[src/rtl/tag_alloc_queue.sv]
// tag_alloc_queue: free-bitmap allocator for per-warp inflight-instruction tags.
// Offers the lowest-indexed free tags on NumTagOut ports. It takes tags on a
// get/valid handshake and returns freed tags to the pool on NumTagIn ports.
module tag_alloc_queue #(
  parameter  int NumTags   = 16,
  parameter  int NumTagOut = 2,
  parameter  int NumTagIn  = 2,
  localparam int TagWidth  = (NumTags > 1) ? $clog2(NumTags) : 1
) (
  input  logic                                clk_i,
  input  logic                                rst_ni,
  input  logic [NumTagIn-1:0]                 free_i,
  input  logic [NumTagIn-1:0][TagWidth-1:0]   tag_i,
  input  logic [NumTagOut-1:0]                get_i,
  output logic [NumTagOut-1:0]                valid_o,
  output logic [NumTagOut-1:0][TagWidth-1:0]  tag_o
);

  localparam int CntWidth = $clog2(NumTags + 1);

  // Binary encoding of a one-hot pick; an all-zero pick encodes to 0.
  function automatic logic [TagWidth-1:0] onehot_to_bin(input logic [NumTags-1:0] oh);
    logic [TagWidth-1:0] enc;
    enc = {TagWidth{1'b0}};
    for (int t = 0; t < NumTags; t++) begin
      if (oh[t]) begin
        enc = enc | TagWidth'(t);
      end else begin
        enc = enc;
      end
    end
    return enc;
  endfunction

  logic [NumTags-1:0]                 free_r;
  logic [NumTags-1:0]                 free_d_s;
  logic [NumTags-1:0]                 taken_s;
  logic [NumTags-1:0]                 freed_s;
  logic [NumTags-1:0][CntWidth-1:0]   prefix_s;
  logic [NumTagOut-1:0][NumTags-1:0]  pick_s;
  logic [NumTagOut-1:0]               valid_s;
  logic [NumTagOut-1:0][TagWidth-1:0] tag_s;

  // Prefix count: prefix_s[t] is the number of free tags strictly below t.
  always_comb begin
    logic [CntWidth-1:0] run;
    run      = {CntWidth{1'b0}};
    prefix_s = '0;
    for (int t = 0; t < NumTags; t++) begin
      prefix_s[t] = run;
      run         = run + CntWidth'(free_r[t]);
    end
  end

  // Port i picks the free tag that has exactly i free tags below it.
  always_comb begin
    pick_s = '0;
    for (int i = 0; i < NumTagOut; i++) begin
      for (int t = 0; t < NumTags; t++) begin
        pick_s[i][t] = free_r[t] & (prefix_s[t] == CntWidth'(i));
      end
    end
  end

  // Encode picks into offered tags; an empty pick gives valid=0 and tag=0.
  always_comb begin
    valid_s = '0;
    tag_s   = '0;
    for (int i = 0; i < NumTagOut; i++) begin
      valid_s[i] = |pick_s[i];
      tag_s[i]   = onehot_to_bin(pick_s[i]);
    end
  end

  assign valid_o = valid_s;
  assign tag_o   = tag_s;

  // Mask of tags taken this cycle: only ports that complete the handshake count.
  always_comb begin
    taken_s = {NumTags{1'b0}};
    for (int i = 0; i < NumTagOut; i++) begin
      if (get_i[i] && valid_s[i]) begin
        taken_s = taken_s | pick_s[i];
      end else begin
        taken_s = taken_s;
      end
    end
  end

  // Mask of tags returned this cycle; duplicate frees of one tag merge naturally.
  always_comb begin
    freed_s = {NumTags{1'b0}};
    for (int i = 0; i < NumTagIn; i++) begin
      for (int t = 0; t < NumTags; t++) begin
        if (free_i[i] && (tag_i[i] == TagWidth'(t))) begin
          freed_s[t] = 1'b1;
        end else begin
          freed_s[t] = freed_s[t];
        end
      end
    end
  end

  // Next bitmap: clear taken tags, then set freed ones (set wins).
  always_comb begin
    free_d_s = (free_r & ~taken_s) | freed_s;
  end

  // Free bitmap register; reset makes every tag free.
  always_ff @(posedge clk_i or negedge rst_ni) begin
    if (!rst_ni) begin
      free_r <= {NumTags{1'b1}};
    end else begin
      free_r <= free_d_s;
    end
  end

endmodule

[config.mk]
export PLATFORM = sky130hd
export DESIGN_NAME = tag_alloc_queue
export DESIGN_NICKNAME = d
export VERILOG_FILES = /design/src/rtl/tag_alloc_queue.sv
export SDC_FILE = /design/constraint.sdc
export NUM_CORES = 1
export LEC_CHECK = 0
export ABC_AREA = 1
export CORE_ASPECT_RATIO = 1.4
export CORE_UTILIZATION = 63
export DETAILED_ROUTE_END_ITERATION = 10
export GPL_ROUTABILITY_DRIVEN = 0
export PLACE_DENSITY_LB_ADDON = 0.08
export RECOVER_POWER = 25
export SLEW_MARGIN = 20
export SYNTH_ARGS = -nofsm -noshare
export SYNTH_HDL_FRONTEND = slang
export SYNTH_SLANG_ARGS = --single-unit
[constraint.sdc]
create_clock -name clk_i -period 16.3 [get_ports clk_i]
set_clock_uncertainty 0.2 [all_clocks]
set_input_delay 1.63 -clock clk_i [delete_from_list [all_inputs] [get_ports clk_i]]
set_output_delay 1.63 -clock clk_i [all_outputs]
set_load 0.02 [all_outputs]
# Word-level counts from Yosys, hierarchy flattened
# Cells that the tools add are included.
[classes]
n_eq_ne = 44
n_addsub = 14
muxes = 64
bitwise_logic = 34
reduce_logical = 53
[ops]
columns = ["cell", "n"]
rows = [
  ["$logic_not 5->1", 15],
  ["$eq 4x4->1 const B", 16],
  ["$mux 4", 16],
  ["$eq 5x1->1 const B", 11],
  ["$add 5x1->5", 10],
  ["$logic_and 1x1->1", 34],
  ["$mux 1", 34],
  ["$eq 4x3->1 const B", 8],
  ["$mux 16", 2],
  ["$or 16x16->16", 2],
  ["$and 1x1->1", 30],
  ["$mux 3", 8],
  ["$and 16x16->16", 1],
  ["$eq 4x2->1 const B", 4],
  ["$not 16->16", 1],
  ["$reduce_or 16->1", 1],
  ["$reduce_or 15->1", 1],
  ["$eq 4x1->1 const B", 3],
  ["$logic_not 4->1", 2],
  ["$mux 2", 4],
  ["$add 4x1->5", 1],
  ["$add 3x1->4", 1],
  ["$add 2x1->3", 1],
  ["$eq 3x1->1 const B", 1],
  ["other kinds (2)", 2],
]
[word_totals]
out_inout_bits = 10
elab_cells = 210
inputBits = 14
ff_bits = 16

# Depth between registers and ports, before layout
# Gate-level depths: netlist (run 1).
[depth]
depth_word = 24
depth_mapped = 36

# Least setup slack after synthesis (run 1)
# No wires, ideal clock.
[synth_timing]
path_kind = "register to output"
start = "register free_r[1]"
end = "output port tag_o[1] (netlist name)"
path_buffers = 0
t_required_ns = 14.470
t_arrival_ns = 5.998
path_slack_ns = 8.472
stages_incl_launch_ff = 25
path_cell_list = "dfstp_2 > fa_1 > ha_1 > ha_1 > ha_1 > ha_1 > ha_1 > ha_1 > ha_1 > ha_1 > ha_1 > ha_1 > ha_1 > ha_1 > ha_1 > nand3_1 > inv_1 > nand2_2 > inv_2 > nand2_2 > nand2_4 > nand3_4 > nand2_1 > nor3_1 > nand3_1"
[synth_rtl]
columns = ["item", "line", "text"]
rows = [
  ["from (decl)", "35", "logic [NumTags-1:0] free_r;"],
  ["from (signal assigned)", "112", "free_r <= {NumTags{1'b1}};"],
  ["from (signal assigned)", "114", "free_r <= free_d_s;"],
  ["to (decl)", "16", "output logic [NumTagOut-1:0][TagWidth-1:0] tag_o"],
]

==> metrics.txt, run 1 <==
status finished, final reports clean; Nets 599; Top reg by flops free_r; reg2reg path depth 24; CP Class reg -> out; Die H 89.5 um; cell taking the most area after synthesis nand2_1; n_diodes 0; hold depth 2; dpl ws 7.68 ns; total area of sequential cells 420 sq um; Global Route Usage Sum 29.5%; Cell Area, Synth 3440 sq um; DRC 0; Die Span X 64.5 um; Die ar. 5770 sq um; overall routed net length 8040 um; CP arrival 7.10 ns; Yosys cell types 35; Tcrit/Tclk final 54.8%; worst hold start free_r[14]; CTS buffer count 3; post_cts resized 0; flop-to-flop setup slack 9.56 ns; DR vias/cell 5.65; Initial Util 66.2%; WHS Endpoint free_r[14]; clk_lat worst skew 0.25 ns; Largest regs free_r: 16 flops; CP endpoint kind output pin; Synth top area share 15.8%; crit-path max FO 5; crit path time final 8.93 ns; Setup crit start kind flop; Setup Buffers After CTS 0; number of port buffers 23; Crit path top cell by count ha_1; multi-input logic area 2650 sq um; slowest CP cell dfstp_2; pin count of the biggest net entering global routing 17; Largest register FFs 16; layout cell share with drive strength beyond 1 21.5%; GRT Residual Overflow 0; Final HPWL DP 6800 um; CTS Hold Bufs 0; fillcell total 451; total number of vias 3498; CTS sink count 16; Area contributors post-synth nand2_1, dfstp_2, ha_1; syn_nets 577; syn_area_per_cell 6.46 sq um; Clock transition at path regs 0.06 ns; # setup viols final 0; Worst Tran Pin Value 0.765 ns; Max transition margin 48.6%; CTS tree built; I/O pin count 24; RSZ-0062 raised after global routing false; DRT iter0 DRCs 149; post-route insts no fill 619; # rows 31; Post-Syn Instances 533; Detail Route Antenna Nets 0; Crit path largest cell delay 0.58 ns; vias in the first global route 3219; Peak Freq 0.112 GHz; Synth Register Bits 16; # Max-Cap Violations 0; clk buf depth 2; r2r endpoint free_r[3]; Worst Path Required 14.47 ns; drt pass-1 iters 5; Setup WS post-layout 7.37 ns; Routed WL per cell 13.0 um; total core area 5200 sq um; Fin Setup TNS 0 ns; initial antenna violation count 0; H-tree levels 1; Yosys warnings 0; Final Slew Violations 0; final-report hold violation count 0; FF-to-FF Start free_r[1]; placed cells 616; Seq/Total Area, Yosys 12.2%; area grow syn2layout 8.94%; CTS root buffer clkbuf_8; first-pass GRT wire length 13700 um; hold crit path type reg -> reg
==> worst max-delay path: cells and delay by family, from the launching register on <==
family | cells | cell delay (ns)
adders and majority gates | 14 | 4.79
and+or+nand+nor | 8 | 0.82
DFF | 1 | 0.58
buffers and inverters | 3 | 0.64
==> worst max path at each step <==
| stage | startpoint | end | slack [ns] | cells past startpoint |
|---|---|---|---|---|
| 3_3_place_gp | free_r[1] | tag_o[1] | 7.74 | 25 |
| 3_5_place_dp | free_r[1] | tag_o[1] | 7.68 | 25 |
| 2_1_floorplan | free_r[1] | tag_o[1] | 8.47 | 24 |
| 6_report | free_r[1] | tag_o[1] | 7.37 | 25 |
| 5_1_grt | free_r[1] | tag_o[1] | 7.03 | 25 |
| 4_1_cts | free_r[1] | tag_o[1] | 7.38 | 25 |
==> cell usage after synthesis, drive strengths merged <==
master and number:
ha 29, nor4 7, inv 88, dfstp 16, nor2 41, a32oi 6
a31oi 1, nor3b 3, and3b 2, nand4 12, o21a 1, nand2 179
clkbuf 2, fa 1, nor4b 1, or4 2, buf 4, a22oi 8
a21oi 1, or2 4, nand3b 5, nand3 105, nor3 15
==> metrics by stage <==
step / utilization, % / cell area, sq um / hold WS, ns
after floorplan: - / 3440 / 0.269
after global placement: 71.4 / 3710 / 0.293
after detailed placement: 71.4 / 3710 / 0.290
after CTS: 72.1 / 3750 / 0.299
after global routing: 72.1 / 3750 / 0.312
final: 72.1 / 3750 / 0.299
==> layout make-up <==
type / instances / area share [%]
Inverter: 88 / 8.81
Sequential cell: 16 / 11.2
Tap cell: 66 / 2.20
Multi-Input combinational cell: 423 / 70.5
Clock buffer: 3 / 1.10
Timing Repair Buffer: 23 / 6.14
==> per-layer routing <==
layer | track usage, % | routed length, um
met1 | 34.2 | 3420
met2 | 57.4 | 4170
met3 | 1.91 | 257
met4 | 8.89 | 195
met5 | 0 | 0
==> placed cells by master (no fill, tap or decap), drive strengths merged, types with 3 or more instances in the layout <==
cell           count
a22oi              8
nand2            179
nor3b              3
clkdlybuf4s50     22
clkbuf             3
nand3            105
ha                29
dfstp             16
nand4             12
nor4               7
or2                4
nand3b             5
a32oi              6
nor2              41
nor3              15
inv               88
==> cells by family after synthesis <==
group | Yosys count | share of synthesized area (%)
AND/OR/NAND/NOR | 376 | 61.9
buffers and inverters | 94 | 10.9
adder cells (fa/ha/maj) | 30 | 11.1
AO/OA/AOI/OAI | 17 | 3.82
flip-flops | 16 | 12.2
Power of run 1 is not shown: default switching activity piles up to over one toggle a cycle in this logic, so the estimate is an artifact.
==> inputs of run 2 (changes only) <==
--- a/config.mk
+++ b/config.mk
@@ -7,7 +7,7 @@
 export LEC_CHECK = 0
 export ABC_AREA = 1
 export CORE_ASPECT_RATIO = 1.4
-export CORE_UTILIZATION = 63
+export CORE_UTILIZATION = 55
 export DETAILED_ROUTE_END_ITERATION = 10
 export GPL_ROUTABILITY_DRIVEN = 0
 export PLACE_DENSITY_LB_ADDON = 0.08
==> constraint.sdc (replaced) <==
create_clock -name clk_i -period 7.32 [get_ports clk_i]
set_clock_uncertainty 0.2 [all_clocks]
set_input_delay 0.732 -clock clk_i [delete_from_list [all_inputs] [get_ports clk_i]]
set_output_delay 0.732 -clock clk_i [all_outputs]
set_load 0.02 [all_outputs]
==> metrics.txt, run 2 (synthesis gave the netlist of run 1 again) <==
multi-input logic area 2770 sq um; Detail Route Antenna Nets 0; CP Class reg -> out; clk_lat worst skew 0.25 ns; Worst Path Required 6.39 ns; I/O pin count 24; Crit path largest cell delay 0.55 ns; total core area 5950 sq um; Peak Freq 0.142 GHz; Top reg by flops free_r; initial antenna violation count 0; total number of vias 3530; CTS Hold Bufs 0; Final Slew Violations 0; CTS tree built; family with the most delay on the worst path adder cells; RSZ-0062 raised after global routing false; crit path launch free_r[1]; # setup viols final 0; Initial Util 57.9%; area grow syn2layout 16.3%; Largest regs free_r: 16 flops; stages on the worst setup path 25; vias in the first global route 3391; Worst Tran Pin Value 0.764 ns; FF-to-FF Start free_r[1]; WHS Endpoint free_r[14]; n_diodes 0; CP arrival 6.13 ns; hold depth 2; crit path time final 7.07 ns; slowest CP cell dfstp_2; Die ar. 6580 sq um; CTS buffer count 3; Setup crit start kind flop; GRT Residual Overflow 0; DRC 0; Routed WL per cell 13.6 um; most common cell after layout, fill and taps aside nand2_1; Clock transition at path regs 0.06 ns; Setup WS post-layout 0.254 ns; Tcrit/Tclk final 96.5%; r2r endpoint free_r[4]; crit-path max FO 3; Die Span X 68.9 um; fillcell total 553; reg2reg path depth 28; first-pass GRT wire length 14200 um; layout cell share with drive strength beyond 1 26.3%; CP endpoint kind output pin; number of port buffers 23; hold crit path type reg -> reg; placement-stage cell area 3840 sq um; H-tree levels 1; highest-count cells in the layout ignoring fill and taps nand2_1, inv_1, nand3_1; DRT iter0 DRCs 146; # Max-Cap Violations 0; Die H 95.6 um; Max transition margin 48.9%; dpl ws -0.00164 ns; worst hold start free_r[14]; post-route cell area 4000 sq um; CTS sink count 16; Setup Buffers After CTS 0; drt pass-1 iters 5; total area of sequential cells 420 sq um; clk buf depth 2; Nets 616; final-report hold violation count 0; Crit path top cell by count ha_1; flop-to-flop setup slack 1.12 ns; status finished, final reports clean; Global Route Usage Sum 27.7%; WP buf/inv 3; pin count of the biggest net entering global routing 17; Final HPWL DP 7250 um; DR vias/cell 5.52; CTS root buffer clkbuf_8; # rows 33; Largest register FFs 16; overall routed net length 8680 um
-- run 2: cell types whose count changed in the layout (fill, tap and decap cells not counted) --
cell,change
fa_2,+1
dlygate4sd2_1,+6
fa_1,-1
nor3_1,-2
buf_4,+17
ha_1,-9
nor3_2,+2
clkdlybuf4s50_1,-10
clkdlybuf4s15_1,+2
ha_4,+9
clkdlybuf4s15_2,+2
-- run 2: how the worst max path moves through the flow --
stage	endpoint	slack [ns]
after floorplan	tag_o[1]	0.39
after global placement	tag_o[1]	0.04
after detailed placement	tag_o[1]	-0.002
after CTS	tag_o[6]	0.02
after global routing	tag_o[1]	0.003
final	tag_o[1]	0.25
-- run 2: routing by layer --
metal | part of all wire (%) | GRT usage [%] | vias up
met4 | 1.7 | 6.63 | 0
met1 | 42 | 31.6 | 1610
met2 | 54 | 53.4 | 69
met5 | 0 | 0 | -
li1 | - | - | 1837
met3 | 3.0 | 1.56 | 14
-- run 2: repair_timing --
action                     4_1_cts  5_1_grt
setup endpoints to repair       10       10
pin swaps                        0        1
resized for setup               16       12
-- run 2: area by class of cell --
cell class | count | area share (%)
clock buffer | 3 | 1.03
inverter | 88 | 8.25
multi-input combinational | 423 | 69.2
sequential | 16 | 10.5
tap | 70 | 2.19
timing repair buffer | 40 | 8.82
-- run 2: stage by stage --
| stage | hold slack, ns | TNS [ns] | util [%] | cells |
|---|---|---|---|---|
| floorplan | 0.269 | 0 | - | 533 |
| global placement | 0.294 | 0 | 64.6 | 637 |
| CTS | 0.306 | 0 | 65.3 | 640 |
| finish | 0.300 | 0 | 67.3 | 640 |
| detailed placement | 0.297 | -0.00164 | 64.6 | 637 |
| global route | 0.327 | 0 | 67.3 | 640 |
-- run 2: worst register-to-register path, delay by kind of cell, from the launching register on --
kind | cells | cell delay (ns)
simple gates | 10 | 0.84
fa+ha+maj | 13 | 3.91
flops | 1 | 0.55
buf+inv | 5 | 0.63
Power of run 2 is left out for the same reason.
